<file path="src/rtl/pc_fetch_ctrl.sv">
// PC sequencing and instruction-fetch controller: drives the PC register load port and the imem request.
// Optional build macro PC_FETCH_ALIGN_CHECK_EN replaces misaligned jump/branch targets with EXC_VEC and adds a misalign pulse.
//
// state     | meaning
// ----------+-----------------------------------------------------------
// ST_BOOT   | first cycle after reset, loads RESET_VEC into the PC
// ST_FETCH  | issuing fetches, tracking outstanding request and redirects
// ST_HALTED | no fetches; waits for resume or an exception
module pc_fetch_ctrl #(
    parameter logic [31:0] RESET_VEC = 32'h0000_0000,
    parameter logic [31:0] EXC_VEC   = 32'h0000_0004,
    parameter int unsigned PC_STEP   = 4
) (
    input  logic        clk,
    input  logic        rst,
    input  logic [31:0] pc_cur,
    output logic [31:0] pc_next,
    output logic        pc_ena,
    output logic        imem_req,
    output logic [31:0] imem_addr,
    input  logic        imem_ack,
    input  logic [31:0] imem_rdata,
    output logic        instr_valid,
    output logic [31:0] instr,
    input  logic        stall,
    input  logic        branch_taken,
    input  logic [31:0] branch_target,
    input  logic        jump,
    input  logic [31:0] jump_target,
    input  logic        exc,
    input  logic        halt,
    input  logic        resume,
`ifdef PC_FETCH_ALIGN_CHECK_EN
    output logic        misalign,
`endif
    output logic        halted
);

    typedef enum logic [1:0] {
        ST_BOOT   = 2'd0,
        ST_FETCH  = 2'd1,
        ST_HALTED = 2'd2
    } state_t;

    state_t      state, state_nxt;
    logic        req_out, req_out_nxt;
    logic        pend_valid, pend_valid_nxt;
    logic [31:0] pend_tgt, pend_tgt_nxt;

    logic        redir;
    logic [31:0] redir_raw;
    logic [31:0] redir_tgt;
    logic [31:0] pc_seq;

    assign redir     = exc | jump | branch_taken;
    assign redir_raw = exc ? EXC_VEC : (jump ? jump_target : branch_target);
    assign pc_seq    = pc_cur + 32'(PC_STEP);
    assign imem_addr = pc_cur;
    assign instr     = imem_rdata;

`ifdef PC_FETCH_ALIGN_CHECK_EN
    logic tgt_bad;
    logic mis_sel;

    assign tgt_bad   = ~exc & (redir_raw[1:0] != 2'b00);
    assign redir_tgt = tgt_bad ? EXC_VEC : redir_raw;
    assign misalign  = mis_sel & tgt_bad;
`else
    assign redir_tgt = redir_raw;
`endif

    always_ff @(posedge clk or posedge rst) begin
        if (rst) begin
            state      <= ST_BOOT;
            req_out    <= 1'b0;
            pend_valid <= 1'b0;
            pend_tgt   <= 32'h0000_0000;
        end else begin
            state      <= state_nxt;
            req_out    <= req_out_nxt;
            pend_valid <= pend_valid_nxt;
            pend_tgt   <= pend_tgt_nxt;
        end
    end

    always_comb begin
        state_nxt      = state;
        req_out_nxt    = req_out;
        pend_valid_nxt = pend_valid;
        pend_tgt_nxt   = pend_tgt;
        pc_ena         = 1'b0;
        pc_next        = pc_seq;
        imem_req       = 1'b0;
        instr_valid    = 1'b0;
`ifdef PC_FETCH_ALIGN_CHECK_EN
        mis_sel        = 1'b0;
`endif

        case (state)
            ST_BOOT: begin
                pc_ena         = 1'b1;
                pc_next        = RESET_VEC;
                req_out_nxt    = 1'b0;
                pend_valid_nxt = 1'b0;
                state_nxt      = ST_FETCH;
            end

            ST_FETCH: begin
                imem_req    = req_out | ~stall;
                req_out_nxt = imem_req & ~imem_ack;
`ifdef PC_FETCH_ALIGN_CHECK_EN
                // every redirect seen in FETCH is either applied or latched
                mis_sel     = redir;
`endif
                if (imem_req && imem_ack) begin
                    instr_valid    = ~pend_valid & ~redir;
                    pc_ena         = 1'b1;
                    if (redir)
                        pc_next = redir_tgt;
                    else if (pend_valid)
                        pc_next = pend_tgt;
                    else
                        pc_next = pc_seq;
                    pend_valid_nxt = 1'b0;
                end else if (imem_req) begin
                    // address must hold until ack, so the redirect waits
                    if (redir) begin
                        pend_valid_nxt = 1'b1;
                        pend_tgt_nxt   = redir_tgt;
                    end
                end else if (redir || pend_valid) begin
                    pc_ena         = 1'b1;
                    pc_next        = redir ? redir_tgt : pend_tgt;
                    pend_valid_nxt = 1'b0;
                end

                if (halt && (!imem_req || imem_ack))
                    state_nxt = ST_HALTED;
            end

            ST_HALTED: begin
                if (exc) begin
                    pc_ena    = 1'b1;
                    pc_next   = EXC_VEC;
                    state_nxt = ST_FETCH;
                end else if (resume) begin
                    state_nxt = ST_FETCH;
                end
            end

            default: begin
                state_nxt = ST_BOOT;
            end
        endcase

        if (rst) begin
            pc_ena      = 1'b0;
            pc_next     = RESET_VEC;
            imem_req    = 1'b0;
            instr_valid = 1'b0;
`ifdef PC_FETCH_ALIGN_CHECK_EN
            mis_sel     = 1'b0;
`endif
        end
    end

    assign halted = (state == ST_HALTED) & ~rst;

endmodule

</file>
<file path="config.mk">
export PLATFORM = sky130hd
export DESIGN_NAME = pc_fetch_ctrl
export DESIGN_NICKNAME = d
export VERILOG_FILES = /design/src/rtl/pc_fetch_ctrl.sv
export SDC_FILE = /design/constraint.sdc
export NUM_CORES = 1
export LEC_CHECK = 0
export CORE_MARGIN = 10
export CORE_UTILIZATION = 43
export CTS_BUF_LIST = sky130_fd_sc_hd__clkbuf_8
export DETAILED_ROUTE_END_ITERATION = 16
export GPL_TIMING_DRIVEN = 0
export PLACE_DENSITY = 0.89
export RECOVER_POWER = 25
export SLEW_MARGIN = 40
export SYNTH_ARGS = -nofsm -noshare
export SYNTH_HDL_FRONTEND = slang
export SYNTH_SLANG_ARGS = --single-unit
export TNS_END_PERCENT = 50
</file>
<file path="constraint.sdc">
create_clock -name clk -period 4.05 [get_ports clk]
set_input_delay 0.405 -clock clk [delete_from_list [all_inputs] [get_ports clk]]
set_output_delay 0.405 -clock clk [all_outputs]
set_load 0.02 [all_outputs]
</file>
Word level (Yosys, flattened, before mapping)
Index checks and enable logic that the tools add are counted. W data, S select, Z words.

Add/sub/neg operators: 1. Multipliers: 0. Div/mod/pow operators: 0. $lt $le $gt $ge: 0. Equal/unequal tests: 6. Shifts and indexed selects: 0. Muxes and demuxes: 32. Bitwise logic cells: 12. Reduce and logical (&&, ||, !) cells: 10.

Operators with widths (count): $mux W32 (10); $pmux W32 S3 (1); $add A32 B3 Y32 const B (1); $mux W1 (14); $ne A4 B4 Y1 const B (2); $mux W2 (3); $not A1 Y1 (6); $pmux W2 S3 (1); $reduce_and A3 Y1 (2); $pmux W1 S2 (2); $and A1 B1 Y1 (3); $ne A3 B3 Y1 const B (1); $or A1 B1 Y1 (3); $pmux W1 S3 (1); $eq A2 B1 Y1 const B (1); $eq A2 B2 Y1 const B (1); $logic_and A1 B1 Y1 (2); $logic_not A2 Y1 (1); $logic_or A1 B1 Y1 (2); $ne A2 B2 Y1 const B (1); $reduce_and A2 Y1 (1); $reduce_bool A2 Y1 (1); $logic_not A1 Y1 (1).

Flip-flop bits (word level): 36. Latch bits: 0. Memory bits (writable): 0. Bits in read-only memories: 0. Bits of input ports: 137. Output and inout port bits: 100. Logic and storage cells: 65. Memories kept: 0.

Depth between registers and ports, before layout
Gate-level depths: netlist of the first run.

Depth after elaboration: 8. Depth in mapped cells: 9. Gate-level depth less buffers: 6.

Worst setup path before layout of the first run
OpenSTA, ideal clock, no wires.

Path type: input to output. Start: input port rst. End: output port pc_next[15]. Arrival: 2.672 ns. Required time: 3.645 ns. Path slack: 0.973 ns. Cell stages on the path: 5. Path buffers: 1. Cells stage by stage: clkbuf_1 inv_1 nand2b_1 or3_1 a221oi_1.

Word-level cells in the longest chain between the ends: 1.

Ends and longest elaborated chain: start, declared (RTL line 15) `input logic rst,`; $mux W32 (RTL line 156) `if (rst) begin`; end, declared (RTL line 17) `output logic [31:0] pc_next,`.

No other way between the ends.

Worst setup path after layout of the first run
Start: input port pc_cur[2]. End: output port pc_next[30].

Word-level cells in the longest chain between the ends: 6.

Ends and longest elaborated chain: start, declared (RTL line 16) `input logic [31:0] pc_cur,`; $add A32 B3 Y32 (*) (RTL line 57) `assign pc_seq = pc_cur + 32'(PC_STEP);`; $mux W32 (on tied branches) (RTL line 131, 120); $mux W32 (on tied branches) (RTL line 125, 118); $mux W32 (RTL line 115) `if (imem_req && imem_ack) begin`; $pmux W32 S3 (*) (RTL line 99) `case (state)`; $mux W32 (*) (RTL line 156).

Every way passes the cells marked *; elsewhere a longest branch is shown, timed or not.

==> qor.yml, run 1 <==
sta:
  max_freq_ghz: 0.277
  rsz0062_at_grt: "false"
  setup_violations: 0
  period_share_pct: 89.1
  slew-limit-headroom_pct: 52.8
  min_period_ns: 3.61
  tightest_slew_ns: 0.703
  hold_slack_ns: 0.369
  fin_skew_ns: 0.0104
  maxSlewViolCount: 0
  final_hold_viol_count: 0
  finalSetupTns_ns: 0
clock_tree:
  cts_tree: "done"
  htreeDepth: 2
  ctsResizeCount: 0
  clk_pin_slew_worst_paths_ns: 0.09
  clk_latency_ns: 0.30
  clock_sinks: 36
  hold_buffers: 0
  clockRootBuffer: "clkbuf_8"
  cts_made_buffers: 5
  post_cts_buffers: 0
  clk_path_buf_depth: 2
die:
  dieHeight_microns: 118
  start_util_pct: 44.4
  ios: 237
  core_area_sq_um: 9280
  rows: 35
  die_area_sq_um: 13900
  die_w_microns: 118
setup_path:
  worstSetupPathType: "input port to output port"
  required_ns: 3.64
  cpMostUsedCell: "clkdlybuf4s50_1"
  cp.arrival_ns: 3.20
  crit_path_max_incr_delay_ns: 0.72
  crit_slowest_cell: "clkdlybuf4s50_1"
  crit_fanout: 9
  path_cells: "clkdlybuf4s50_1, ha_1, nand2_1, nor4_4, nand4_1, xor2_1, o21ai_1, clkdlybuf4s50_1"
  crit_path_start_kind: "input port"
  end_kind: "output port"
min_path:
  hold_class: "input port to async pin"
logic_synthesis:
  synth_seq_area_share_pct: 21.9
  syn_area_sq_um: 4120
  ys_top_cells_by_area: "dfrtp_1 (22%), buf_4 (12%), mux2i_1 (7.8%)"
  syn_area_per_cell_sq_um: 7.89
  synthDistinctLibCells: 58
  netlist.area_leader.share_pct: 21.9
  ys_ff_latch: 36
  yosysWarnings: 0
  yosysTopAreaCell: "dfrtp_1"
  syn-num-nets: 660
  synthCells: 522
placement:
  dpl-instance-area_sq_um: 6300
  routabilityCongestion: 0.915
  hpwl_mm: 14.8
  place_inst: 852
  numPortBuffers: 201
finish:
  nNetsFinal: 868
  antenna_cells: 0
  layout-drive-gt1-share_pct: 15.6
  layout_commonest_cell: "clkdlybuf4s50_1"
  syn_to_final_growth_pct: 55.5
  final_cell_mix: "clkdlybuf4s50_1 (195), buf_4 (66), nand2_1 (50)"
  layout.cells.non_filler: 860
  final_area_sq_um: 6400
  nFillCells: 772
route:
  drc: 0
  via_per_inst: 5.68
  postRouteAntennaNets: 0
  wirelength_mm: 18.1
  drtIter0Drc: 495
  first_pass_iters: 6
  vias: 4883
  routedWlPerCell_microns: 21.1
global_routing:
  grt_use_met2_pct: 41.6
  use_met3_pct: 5.66
  met1_usage_pct: 30.0
  grt_max_degree: 45
  grt_pass1_wl_mm: 27.8
  grt_usage_pct: 24.1
  grt_pass1_vias: 4952
  busiest_layer: "met2"
  grt_antenna_before_repair: 0
  overflow: 0
power:
  power_leakage_uw: 0.00267
  p_per_area_nw_per_um2: 301
  ir_worst_vdd_uv: 220
job:
  drv_cap: 0
status:
  status: "complete, no violations"
==> cell usage after synthesis (all sizes together) <==
| cell type | n |
|---|---|
| o311ai | 1 |
| or2 | 1 |
| a32oi | 2 |
| buf | 87 |
| a31oi | 3 |
| o41ai | 2 |
| and3 | 9 |
| ha | 1 |
| nor4 | 4 |
| nand2 | 51 |
| a21o | 3 |
| xor2 | 19 |
| a21oi | 32 |
| a211o | 1 |
| mux2 | 1 |
| a22oi | 24 |
| a21boi | 1 |
| dfrtp | 36 |
| xnor2 | 8 |
| nand4 | 11 |
| o22ai | 17 |
| o31ai | 25 |
| o21ai | 18 |
| and4 | 2 |
| mux2i | 32 |
| o211a | 4 |
| nor2b | 5 |
| o2bb2ai | 4 |
| a211oi | 2 |
| nor3 | 5 |
| or3 | 4 |
| a22o | 6 |
| nor2 | 45 |
| inv | 8 |
| and2 | 3 |
| nand3 | 16 |
| nand3b | 2 |
| nand2b | 10 |
| a221oi | 3 |
| clkbuf | 14 |
==> per-layer routing <==
metal	share of wire (%)	routed length, microns
met4	1.4	245
met3	9.1	1650
met1	41	7460
met2	48	8770
met5	0	0
==> kinds of logic (layout without fill, tap and decap cells) <==
family,Yosys count,in the layout,synth area share (%)
xor gates and xnor gates,27,27,5.74
DFF,36,36,21.9
buffers and inverters,109,318,17.0
muxes,33,33,8.05
and+or+nand+nor,168,168,21.8
AOI/OAI and AO/OA,148,148,25.2
adders and majority gates,1,1,0.304
==> area by class of cell <==
| cell class | instances | area (sq um) | share of cell area, % |
|---|---|---|---|
| tap | 129 | 161 | 2.52 |
| multi-input combinational | 377 | 2510 | 39.3 |
| timing repair buffer | 201 | 2010 | 31.4 |
| sequential | 36 | 901 | 14.1 |
| clock inverter | 3 | 42.5 | 0.664 |
| buffer | 101 | 672 | 10.5 |
| inverter | 8 | 32.5 | 0.508 |
| clock buffer | 5 | 68.8 | 1.07 |
==> worst paths after layout <==
kind / cells past startpoint / to / from / slack, ns
max in group asynchronous: 2 / pend_tgt[19]$_DFFE_PP0P_ / rst / 3.28
worst max register to register: 8 / pend_tgt[10]$_DFFE_PP0P_ / req_out$_DFFE_PP0P_ / 2.11
worst min-delay path: 2 / state[1]$_DFFE_PP0P_ / rst / 0.37
worst max-delay path: 8 / pc_next[30] / pc_cur[2] / 0.44
worst min register to register: 2 / pend_tgt[17]$_DFFE_PP0P_ / pend_tgt[17]$_DFFE_PP0P_ / 0.49
min in group clk: 2 / pend_tgt[17]$_DFFE_PP0P_ / pend_tgt[17]$_DFFE_PP0P_ / 0.49
==> critical path, delay by kind of cell <==
kind | cells | cell delay, ns
buffers and inverters | 2 | 1.35
adder cells (fa/ha/maj) | 1 | 0.34
AND/OR/NAND/NOR | 3 | 0.74
XOR/XNOR | 1 | 0.20
AO/OA/AOI/OAI | 1 | 0.17
==> sequential cells by signal (all words and copies together) (netlist names) <==
name        flops
pend_valid      1
state           2
req_out         1
pend_tgt       32
==> stage by stage <==
stage	setup slack [ns]	total power, uW	util (%)
3_3_place_gp	0.0423	1560	67.8
2_1_floorplan	0.973	1140	-
6_report	0.440	1930	69.0
4_1_cts	0.414	1920	69.0
3_5_place_dp	0.427	1590	67.8
5_1_grt	0.269	2020	69.0
==> where the power goes <==
group          switching, uW  leakage, uW  internal, uW
Sequential              71.4     0.000468           488
Clock                    151    0.0000541           182
Combinational            560      0.00215           475
(Power assumes the default switching activity.)
==> inputs of run 2 (changes only) <==
Settings changed: GPL_TIMING_DRIVEN 0 to not set.
==> qor.yml, run 2 (synthesized netlist as in run 1, its figures left out) <==
clock_tree:
  cts_tree: "done"
  hold_buffers: 0
  cts_made_buffers: 5
  htreeDepth: 2
  clk_latency_ns: 0.29
  ctsResizeCount: 0
  clock_sinks: 36
  clk_pin_slew_worst_paths_ns: 0.08
  clockRootBuffer: "clkbuf_8"
  post_cts_buffers: 0
  clk_path_buf_depth: 2
route:
  first_pass_iters: 5
  drtIter0Drc: 378
  postRouteAntennaNets: 0
  routedWlPerCell_microns: 20.5
  wirelength_mm: 15.3
  vias: 4214
  drc: 0
  via_per_inst: 5.66
setup_path:
  crit_path_start_kind: "flip-flop"
  required_ns: 3.64
  worstSetupPathType: "flip-flop to output port"
  cp.arrival_ns: 3.20
  crit_fanout: 18
  end_kind: "output port"
finish:
  layout_commonest_cell: "clkdlybuf4s50_1"
  reg_top3: "pend_tgt x32, state x2"
  largest_register_ff_count: 32
  final_util_pct: 59.4
  layout-drive-gt1-share_pct: 7.15
  layout.cells.non_filler: 744
  top_register: "pend_tgt"
  antenna_cells: 0
  final_cell_mix: "clkdlybuf4s50_1 (169), nand2_1 (49), nor2_1 (44)"
  syn_to_final_growth_pct: 33.8
  nNetsFinal: 752
die:
  dieHeight_microns: 118
  rows: 35
  die_area_sq_um: 13900
  core_area_sq_um: 9280
  die_w_microns: 118
  start_util_pct: 44.4
  ios: 237
sta:
  min_period_ns: 3.61
  fin_skew_ns: 0.00465
  max_freq_ghz: 0.277
  rsz0062_at_grt: "false"
  tightest_slew_ns: 1.84
  slew-limit-headroom_pct: -22.9
  maxSlewViolCount: 35
  final_hold_viol_count: 0
  period_share_pct: 89.0
  finalSetupTns_ns: 0
  setup_violations: 0
status:
  status: "finished, violations left"
  violations: "capacitance limit, slew limit"
global_routing:
  grt_usage_pct: 20.7
  overflow: 0
  grt_pass1_vias: 4169
  grt_antenna_before_repair: 0
  grt_pass1_wl_mm: 23.7
  grt_max_degree: 55
placement:
  hpwl_mm: 12.5
  place_inst: 736
  routabilityCongestion: 0.902
  numPortBuffers: 172
power:
  power_leakage_uw: 0.00220
  p_per_area_nw_per_um2: 313
  ir_worst_vdd_uv: 170
min_path:
  hold_class: "flip-flop to flip-flop"
job:
  drv_cap: 1
-- run 2: changes by cell type in the layout (fill, tap and decap cells not counted), moves of 3 or more --
cell / delta
buf_4: -54
clkdlybuf4s50_1: -26
buf_2: -14
clkbuf_1: -11
dlygate4sd3_1: -5
buf_1: -3
-- run 2: metal layers --
metal	vias to the layer above	routed length [microns]	share of wire (%)	track usage (%)
met5	-	0	0	0
met4	0	270	1.8	4.79
met3	27	1270	8.3	5.90
met2	191	7130	47	33.6
met1	1977	6570	43	26.3
li1	2019	-	-	-
-- run 2: worst max-delay path: stages, from the launching register on --
cell and delay (ns):
dfrtp_1 0.36, clkbuf_1 0.34, nand2b_1 0.47, nor2_4 0.21, nand2_2 0.25, or3_1 0.46
o21ai_1 0.16, clkdlybuf4s50_1 0.67
-- run 2: area by class of cell --
| class | count | area (sq um) |
|---|---|---|
| fillers | 842 | 3770 |
| multi-input cells | 377 | 2520 |
| repair buffers | 186 | 1810 |
| flip-flops and latches | 36 | 901 |
| well taps | 129 | 161 |
| clock buffers | 5 | 68.8 |
| inverters | 8 | 30.0 |
| clock inverters | 3 | 21.3 |
-- run 2: final timing paths --
check / slack [ns] / end / depth (start not counted) / from
worst max-delay path: 0.44 / pc_next[20] / 7 / state[1]$_DFFE_PP0P_
worst min-delay path: 0.49 / pend_tgt[0]$_DFFE_PP0P_ / 2 / pend_tgt[0]$_DFFE_PP0P_
worst max register to register: 0.67 / pend_tgt[18]$_DFFE_PP0P_ / 6 / state[1]$_DFFE_PP0P_
worst min register to register: 0.49 / pend_tgt[0]$_DFFE_PP0P_ / 2 / pend_tgt[0]$_DFFE_PP0P_
max in group asynchronous: 1.40 / pend_tgt[24]$_DFFE_PP0P_ / 3 / rst
min in group asynchronous: 0.62 / state[0]$_DFFE_PP0P_ / 2 / rst
-- run 2: through the flow --
stage	setup slack, ns	total power, uW	cell area [sq um]	hold slack (ns)
after global placement	0.645	1440	5430	0.458
after floorplan	0.973	1140	4120	0.443
final	0.445	1730	5510	0.487
after detailed placement	0.528	1470	5430	0.461
after global routing	0.311	1840	5510	0.502
after CTS	0.530	1730	5520	0.488
-- run 2: report_power, final --
group	total [uW]	internal [uW]	switching, uW
Combinational	889	402	487
Clock	263	122	141
Sequential	573	489	84.8
Total	1730	1010	713
